## src/rtl/aura_pkg.sv

```systemverilog
// Shared types and width constants for the embedding datapath.
// Macro defaults mirror include/sys_defs.svh so the block also builds on its own.
`ifndef MAX_EMBEDDING_DIM
`define MAX_EMBEDDING_DIM 4
`endif
`ifndef INTEGER_WIDTH
`define INTEGER_WIDTH 8
`endif

package aura_pkg;

   localparam int VEC_LEN_DEF = `MAX_EMBEDDING_DIM;
   localparam int W_ELEM_DEF  = 2 * `INTEGER_WIDTH;

   localparam int IDX_W = $clog2(VEC_LEN_DEF);
   localparam int LEN_W = $clog2(VEC_LEN_DEF + 1);

   typedef logic signed [W_ELEM_DEF-1:0] elem_t;

endpackage

```

## src/rtl/vector_packer_if.sv

```systemverilog
// Element stream in, assembled vector stream out, for the vector packer.
// Slot i of list_out occupies bits [i*W_ELEM +: W_ELEM]; slot 0 is the first element.
interface vector_packer_if #(
   parameter int VEC_LEN = aura_pkg::VEC_LEN_DEF,
   parameter int W_ELEM  = aura_pkg::W_ELEM_DEF
);

   logic                               vld_in;
   logic                               rdy_out;
   logic signed [W_ELEM-1:0]           elem_in;
   logic                               last_in;
   logic                               vld_out;
   logic                               rdy_in;
   logic [VEC_LEN-1:0][W_ELEM-1:0]     list_out;
   logic [$clog2(VEC_LEN+1)-1:0]       len_out;

   // Packer side: consumes elements and downstream ready, produces vectors.
   modport slave (
      input  vld_in, elem_in, last_in, rdy_in,
      output rdy_out, vld_out, list_out, len_out
   );

   // Environment side: the upstream producer plus the downstream consumer.
   modport master (
      output vld_in, elem_in, last_in, rdy_in,
      input  rdy_out, vld_out, list_out, len_out
   );

endinterface

```

## src/rtl/vector_packer.sv

```systemverilog
// Packs a stream of signed elements into VEC_LEN-wide vectors for the reduction pipeline.
// Define VECTOR_PACKER_FLUSH_EN to let last_in close a partial vector early.
module vector_packer
   import aura_pkg::*;
#(
   parameter int VEC_LEN = VEC_LEN_DEF,
   parameter int W_ELEM  = W_ELEM_DEF
) (
   input logic            clk,
   input logic            rst,
   vector_packer_if.slave bus
);

   localparam int IDX_BITS = $clog2(VEC_LEN);
   localparam int LEN_BITS = $clog2(VEC_LEN + 1);
   localparam logic [IDX_BITS-1:0] LAST_IDX = IDX_BITS'(VEC_LEN - 1);

   logic [IDX_BITS-1:0]             idx_q,  idx_d;
   logic [VEC_LEN-1:0][W_ELEM-1:0]  slot_q, slot_d;
   logic [VEC_LEN-1:0][W_ELEM-1:0]  list_q, list_d;
   logic [LEN_BITS-1:0]             len_q,  len_d;
   logic                            vld_q,  vld_d;

   logic rdyOut;
   logic accept;
   logic complete;

`ifdef VECTOR_PACKER_FLUSH_EN
   // With flush, any accept may complete, so a held vector blocks all input.
   assign rdyOut   = !vld_q || bus.rdy_in;
   assign accept   = bus.vld_in && rdyOut;
   assign complete = accept && ((idx_q == LAST_IDX) || bus.last_in);
`else
   logic unusedLast;
   assign unusedLast = bus.last_in;

   // Without flush only slot VEC_LEN-1 completes, so earlier slots keep filling.
   assign rdyOut   = !vld_q || bus.rdy_in || (idx_q != LAST_IDX);
   assign accept   = bus.vld_in && rdyOut;
   assign complete = accept && (idx_q == LAST_IDX);
`endif

   // Next-state: drain the held vector, then fold in this cycle's element.
   always_comb begin
      idx_d  = idx_q;
      slot_d = slot_q;
      list_d = list_q;
      len_d  = len_q;
      vld_d  = vld_q;

      if (vld_q && bus.rdy_in) begin
         vld_d = 1'b0;
      end

      if (accept) begin
         if (complete) begin
            list_d         = slot_q;
            list_d[idx_q]  = bus.elem_in;
            len_d          = LEN_BITS'(idx_q) + LEN_BITS'(1);
            vld_d          = 1'b1;
            slot_d         = '0;
            idx_d          = '0;
         end else begin
            slot_d[idx_q]  = bus.elem_in;
            idx_d          = idx_q + IDX_BITS'(1);
         end
      end
   end

   // State registers with synchronous reset; cleared slots keep flushed tails zero.
   always_ff @(posedge clk) begin
      if (rst) begin
         idx_q  <= '0;
         slot_q <= '0;
         list_q <= '0;
         len_q  <= '0;
         vld_q  <= 1'b0;
      end else begin
         idx_q  <= idx_d;
         slot_q <= slot_d;
         list_q <= list_d;
         len_q  <= len_d;
         vld_q  <= vld_d;
      end
   end

   assign bus.rdy_out  = rdyOut;
   assign bus.vld_out  = vld_q;
   assign bus.list_out = list_q;
   assign bus.len_out  = len_q;

endmodule

```

## src/flat_wrapper.sv

```systemverilog
// flat-port wrapper written by rule: the top's interface ports become plain ports
module vector_packer_flat import aura_pkg::*;
#(
   parameter int VEC_LEN = VEC_LEN_DEF,
   parameter int W_ELEM  = W_ELEM_DEF
)
  (clk, rst, bus_vld_in, bus_elem_in, bus_last_in, bus_rdy_in, bus_rdy_out, bus_vld_out, bus_list_out, bus_len_out);
  vector_packer_if #(.VEC_LEN(VEC_LEN), .W_ELEM(W_ELEM)) bus_i ();
  input logic clk;
  input logic rst;
  input wire logic [$bits(bus_i.vld_in)-1:0] bus_vld_in;
  input wire logic [$bits(bus_i.elem_in)-1:0] bus_elem_in;
  input wire logic [$bits(bus_i.last_in)-1:0] bus_last_in;
  input wire logic [$bits(bus_i.rdy_in)-1:0] bus_rdy_in;
  output wire logic [$bits(bus_i.rdy_out)-1:0] bus_rdy_out;
  output wire logic [$bits(bus_i.vld_out)-1:0] bus_vld_out;
  output wire logic [$bits(bus_i.list_out)-1:0] bus_list_out;
  output wire logic [$bits(bus_i.len_out)-1:0] bus_len_out;
  assign bus_i.vld_in = bus_vld_in;
  assign bus_i.elem_in = bus_elem_in;
  assign bus_i.last_in = bus_last_in;
  assign bus_i.rdy_in = bus_rdy_in;
  assign bus_rdy_out = bus_i.rdy_out;
  assign bus_vld_out = bus_i.vld_out;
  assign bus_list_out = bus_i.list_out;
  assign bus_len_out = bus_i.len_out;
  vector_packer #(.VEC_LEN(VEC_LEN), .W_ELEM(W_ELEM)) u_core (.clk(clk), .rst(rst), .bus(bus_i));
endmodule
```

## config.mk

```make
export PLATFORM = sky130hd
export DESIGN_NAME = vector_packer_flat
export DESIGN_NICKNAME = d
export VERILOG_FILES = /design/src/rtl/aura_pkg.sv /design/src/rtl/vector_packer_if.sv /design/src/rtl/vector_packer.sv /design/src/flat_wrapper.sv
export SDC_FILE = /design/constraint.sdc
export NUM_CORES = 1
export LEC_CHECK = 0
export BUFFER_PORTS_ARGS = -buffer_cell sky130_fd_sc_hd__buf_2
export CAP_MARGIN = 20
export CORE_MARGIN = 2
export CORE_UTILIZATION = 50
export CTS_BUF_LIST = sky130_fd_sc_hd__clkbuf_4 sky130_fd_sc_hd__clkbuf_8
export DETAILED_ROUTE_END_ITERATION = 8
export GPL_TIMING_DRIVEN = 0
export PLACE_DENSITY = 0.75
export REMOVE_ABC_BUFFERS = 1
export SETUP_SLACK_MARGIN = 0.05
export SYNTH_ARGS = -nofsm -noshare
export SYNTH_HDL_FRONTEND = slang
export SYNTH_SLANG_ARGS = --single-unit
```

## constraint.sdc

```tcl
create_clock -name clk -period 1.7 [get_ports clk]
set_clock_uncertainty 0.15 [all_clocks]
set_input_delay 0.425 -clock clk [delete_from_list [all_inputs] [get_ports clk]]
set_output_delay 0.425 -clock clk [all_outputs]
set_load 0.02 [all_outputs]
```

======== After elaboration in Yosys (flattened, before gate mapping) ========
Index checks and enable logic that the tools add are counted.
cells by class
  order comparisons ....................... 2
  $add $sub $neg .......................... 2
  reduce and logical (&&, ||, !) cells .... 8
  muxes and demuxes ....................... 8
  equal/unequal tests ..................... 2
operators with widths
  cell                                                                                  count
  64-bit bitwise mux                                                                    1
  64-bit 2-to-1 mux                                                                     1
  16-bit demux with 2-bit select                                                        1
  16-bit 2-to-1 mux                                                                     1
  1-bit logical AND                                                                     4
  2-bit by 1-bit adder with 3-bit output (second input constant)                        1
  2-bit by 3-bit less-than comparator with 1-bit output (second input constant)         1
  1-bit 2-to-1 mux                                                                      3
  2-bit by 1-bit adder with 2-bit output (second input constant)                        1
  2-bit equality test (second input constant)                                           1
  2-bit by 1-bit greater-or-equal comparator with 1-bit output (second input constant)  1
  1-bit logical OR                                                                      2
  2-bit 2-to-1 mux                                                                      1
  2-bit inequality test (second input constant)                                         1
  2-bit AND reduction                                                                   1
  1-bit logical NOT                                                                     1
storage, ports and cells
  word-level logic and storage cells ...... 33
  register bits ........................... 134
  output and inout bits ................... 69

======== Logic depth before layout (Yosys ltp) ========
  word-level depth ........................ 7
  gate-level depth with buffers ........... 7

======== Least setup slack after synthesis ========
Ideal clock, no wire load.
  path kind ............................... reg2out
  start ................................... reg u_core.idx_q[0]
  end ..................................... out bus_rdy_out
  arrival time ............................ 1.134 ns
  path buffers ............................ 2
  slack ................................... -0.009 ns
  stages on the path, launching flop included .. 6
  path through ............................ dfxtp_1 -> ha_1 -> and3b_1 -> buf_2 -> inv_2 -> buf_4
on the way
  word-level cells in the longest chain between the ends .. 2
ends and longest elaborated chain
  item                    line                 text
  start, declared         vector_packer.sv:18  logic [IDX_BITS-1:0] idx_q, idx_d;
  start signal, assigned  vector_packer.sv:79  idx_q <= idx_d;
  2-bit inequality test   vector_packer.sv:38  assign rdyOut = !vld_q || bus.rdy_in || (idx_q != LAST_IDX);
  1-bit logical OR        vector_packer.sv:38
  end, declared           flat_wrapper.sv:15   output wire logic [$bits(bus_i.rdy_out)-1:0] bus_rdy_out;
No other way between the ends.

======== Final worst setup path ========
  start ................................... reg u_core.idx_q[1]
  end ..................................... out bus_rdy_out
Same word-level chain as after synthesis.

==> impl_metrics.csv <==
group,metric,value,unit
status,outcome,"finished, violations left",
status,violations,"setup timing",
global_routing,overflow,0,
synth,yosysTopAreaCell,"dfxtp_1",
place,placed_cell_area,0.005607,sq mm
clocking,cts.sinks,118,
clocking,hold_buffers,0,
power_and_ir_drop,power_frac_seq,44.9,%
global_routing,first_global_vias,4271,
setup_path,path_max_fanout,5,
route,vias,5407,
synth,synth_sequential_area_ratio,45.46,%
route,first_iter_violations,595,
clocking,insertion_delay,0.45,ns
sta,fin_crit,2.065,ns
power_and_ir_drop,internal_power,0.004651,W
floorplanning,fp.dieH,105.9,microns
final_layout,area_growth,46.30,%
synth,yosys_warnings,0,
synth,synth.distinct_cells,30,
route,first_pass_iters,6,
synth,synth_area,0.005196,sq mm
synth,syn-instance-count,529,
synth,synth_edf_count,0,
sta,relSlewSlack,37.44,%
place,io_buffer_count,88,
sta,rsz0062_at_grt,"true",
global_routing,grt_first_pass_wirelength,22010,microns
floorplanning,rows,37,
final_layout,final_area,0.007602,sq mm
place,dp_hpwl,7879,microns
clocking,htreeDepth,4,
global_routing,track_usage,25.24,%
floorplanning,io_pins,90,
power_and_ir_drop,peakVddDrop,0.6441,mV
floorplanning,core-area,0.01018,sq mm
clocking,clockBufferDepth,2,
setup_path,start_kind,"register",
setup_path,cp.arrival,1.49,ns
synth,ys.flop_type,"dfxtp_1",
setup_path,cpPeakStageDelay,0.40,ns
setup_path,cp_cell_sequence,"ha_4, and3b_2, inv_6, buf_6",
synth,yosysMostFrequentCell,"dfxtp_1",
flow_run,maxCapViolCount,0,
route,post_drt_wl_per_cell,25.62,microns
power_and_ir_drop,comb_power_share,14.9,%
clocking,cts_made_buffers,17,
final_layout,finalNetCount,690,
global_routing,grt_antenna_before_repair,0,
final_layout,drive_gt1_share,53.03,%
synth,synth_commonest_cells,"118 x dfxtp_1, 63 x a21oi_1, 48 x mux2i_1",
setup_path,critPathTopFamily,"flip-flops",
floorplanning,die-area,0.01122,sq mm
power_and_ir_drop,leakagePower,2.862,nW
power_and_ir_drop,switching_share,27.83,%
power_and_ir_drop,power_density,847.6,mW/mm^2
sta,worst_slew_pin_slew,0.9384,ns
final_layout,antenna_cells,0,
route,totalWireLength,20830,microns
clocking,clockRootBuffer,"clkbuf_8",
power_and_ir_drop,p_total,0.006444,W
synth,synthArstFlopShare,0,%
synth,ys_top_cells_by_area,"dfxtp_1 45%, mux2i_1 9.2%, a21oi_1 6.1%",
sta,hold_viol,0,
setup_path,cp_slowest_cell,"dfxtp_4",
clocking,cts_tree,"built",
synth,ys_seq_elements,118,
place,gp_congestion,0.7402,
hold_path,min_path_type,"input pin to register",
setup_path,end_kind,"output port",
setup_path,path_buf_inv,2,
floorplanning,die_w,105.9,microns
synth,synth_top_cell_area_share,45.46,%
clocking,clk_pin_slew_worst_paths,0.08,ns
route,detail_route.vias_per_cell,6.651,
setup_path,path_class,"register to output port",
sta,finalMaxSlewViolations,0,
power_and_ir_drop,p_sw,0.001793,W
route,drc,0,
sta,final.setup.worst_slack,-0.3653,ns
setup_path,cp.required,1.12,ns
sta,holdWs,0.1250,ns
final_layout,nFillCells,635,
route,drtAntennaViolNets,0,
global_routing,grt_start_max_net_pins,91,
sta,setup-violations-final,111,
floorplanning,start_util,51.02,%
sta,fmax,484.2,MHz
power_and_ir_drop,pwr-share-clk,40.2,%
synth,syn_avg_cell_area,9.823,sq um
sta,fin_crit_sh,121.5,%
worst min-delay path: stages:
cell	delay [ns]
buf_2	0.13
nand3_1	0.07
a21oi_1	0.05
cell usage in the layout (no fill, tap or decap), types with 4 or more instances in the layout:
| master | synthesis | layout |
|---|---|---|
| dfxtp_1 | 118 | 115 |
| o21ai_4 | 0 | 4 |
| a21oi_1 | 63 | 27 |
| nand4_1 | 13 | 13 |
| mux2i_2 | 0 | 8 |
| nand3_1 | 17 | 17 |
| o21ai_1 | 0 | 9 |
| buf_6 | 4 | 18 |
| a21oi_2 | 20 | 42 |
| buf_2 | 23 | 86 |
| buf_16 | 0 | 4 |
| inv_1 | 38 | 36 |
| o32ai_1 | 35 | 11 |
| buf_12 | 3 | 12 |
| a211oi_1 | 29 | 9 |
| nand2b_1 | 16 | 15 |
| o21ai_0 | 32 | 16 |
| and2_4 | 0 | 6 |
| clkbuf_8 | 0 | 19 |
| buf_4 | 7 | 36 |
| ha_4 | 0 | 4 |
| mux2i_1 | 48 | 40 |
| a211oi_2 | 20 | 40 |
| clkinv_2 | 0 | 4 |
| o21ai_2 | 3 | 7 |
| a21oi_4 | 0 | 14 |
| nand3b_1 | 4 | 4 |
| o32ai_2 | 0 | 24 |
area by class of cell:
cell class	count	area, sq um	area share (%)
Clock buffer	22	284.0	3.736
Multi-Input combinational cell	328	3167	41.66
Clock inverter	9	102.6	1.350
Tap cell	136	170.2	2.238
Inverter	39	156.4	2.057
Sequential cell	118	2374	31.22
Timing Repair Buffer	161	1349	17.74
kinds of logic (layout without fill, tap and decap cells):
logic type	after synthesis	in the layout	share of synthesized area, %
AO/OA/AOI/OAI	203	205	28.08
adder cells (fa/ha/maj)	4	4	0.9632
buffers and inverters	96	231	9.559
flip-flops	118	118	45.46
multiplexers	48	48	9.246
AND/OR/NAND/NOR	60	71	6.694
stage by stage:
| step | setup WS (ns) | std cells | setup TNS (ns) | utilization, % |
|---|---|---|---|---|
| global route | -0.3611 | 813 | -12.13 | 74.64 |
| finish | -0.3653 | 813 | -11.78 | 74.64 |
| CTS | -0.2941 | 751 | -21.28 | 61.23 |
| detailed placement | -1.257 | 701 | -111.72 | 55.05 |
| global placement | -3.569 | 696 | -296.07 | 53.57 |
| floorplan | -1.896 | 472 | -147.09 | - |
state kept, by name, summed over array words and instances (netlist names):
register / flops
u_core.slot_q: 48
u_core.bus.list_out: 64
u_core.idx_q: 2
u_core.bus.len_out: 3
u_core.bus.vld_out: 1
path summary, 6_finish.rpt:
path,from,endpoint,slack [ns],cells after the start
worst min register to register,u_core.bus.list_out[51]$_SDFFE_PP0P_,u_core.bus.list_out[51]$_SDFFE_PP0P_,0.33,2
worst max register to register,u_core.idx_q[0]$_SDFFE_PP0N_,u_core.slot_q[1]$_SDFFE_PP0N_,-0.33,9
worst min-delay path,bus_elem_in[15],u_core.bus.list_out[63]$_SDFFE_PP0P_,0.12,3
worst max-delay path,u_core.idx_q[1]$_SDFFE_PP0N_,bus_rdy_out,-0.37,4
power by group through the flow:
stage / combinational (W) / sequential, W / clock, W
6_report: 0.000958 / 0.00289 / 0.00259
4_1_cts: 0.000654 / 0.00288 / 0.00252
5_1_grt: 0.000989 / 0.00290 / 0.00267
3_5_place_dp: 0.000594 / 0.00294 / 0
3_3_place_gp: 0.000536 / 0.00294 / 0
2_1_floorplan: 0.000316 / 0.00295 / 0
per-layer routing:
layer  vias to the layer above  wire [microns]  global-route usage, %
met5                         -               0                      0
met4                         0            1330                  8.647
met3                       132            2096                  5.702
met2                       395            9871                  42.53
met1                      2644            7534                  31.96
li1                       2236               -                      -
timing repair:
item	4_1_cts	5_1_grt
gates cloned	3	13
pin swaps	7	63
setup buffers	16	49
gates resized for setup	24	171
endpoints found under the setup margin	119	116
Power figures use the tool's default switching activity.
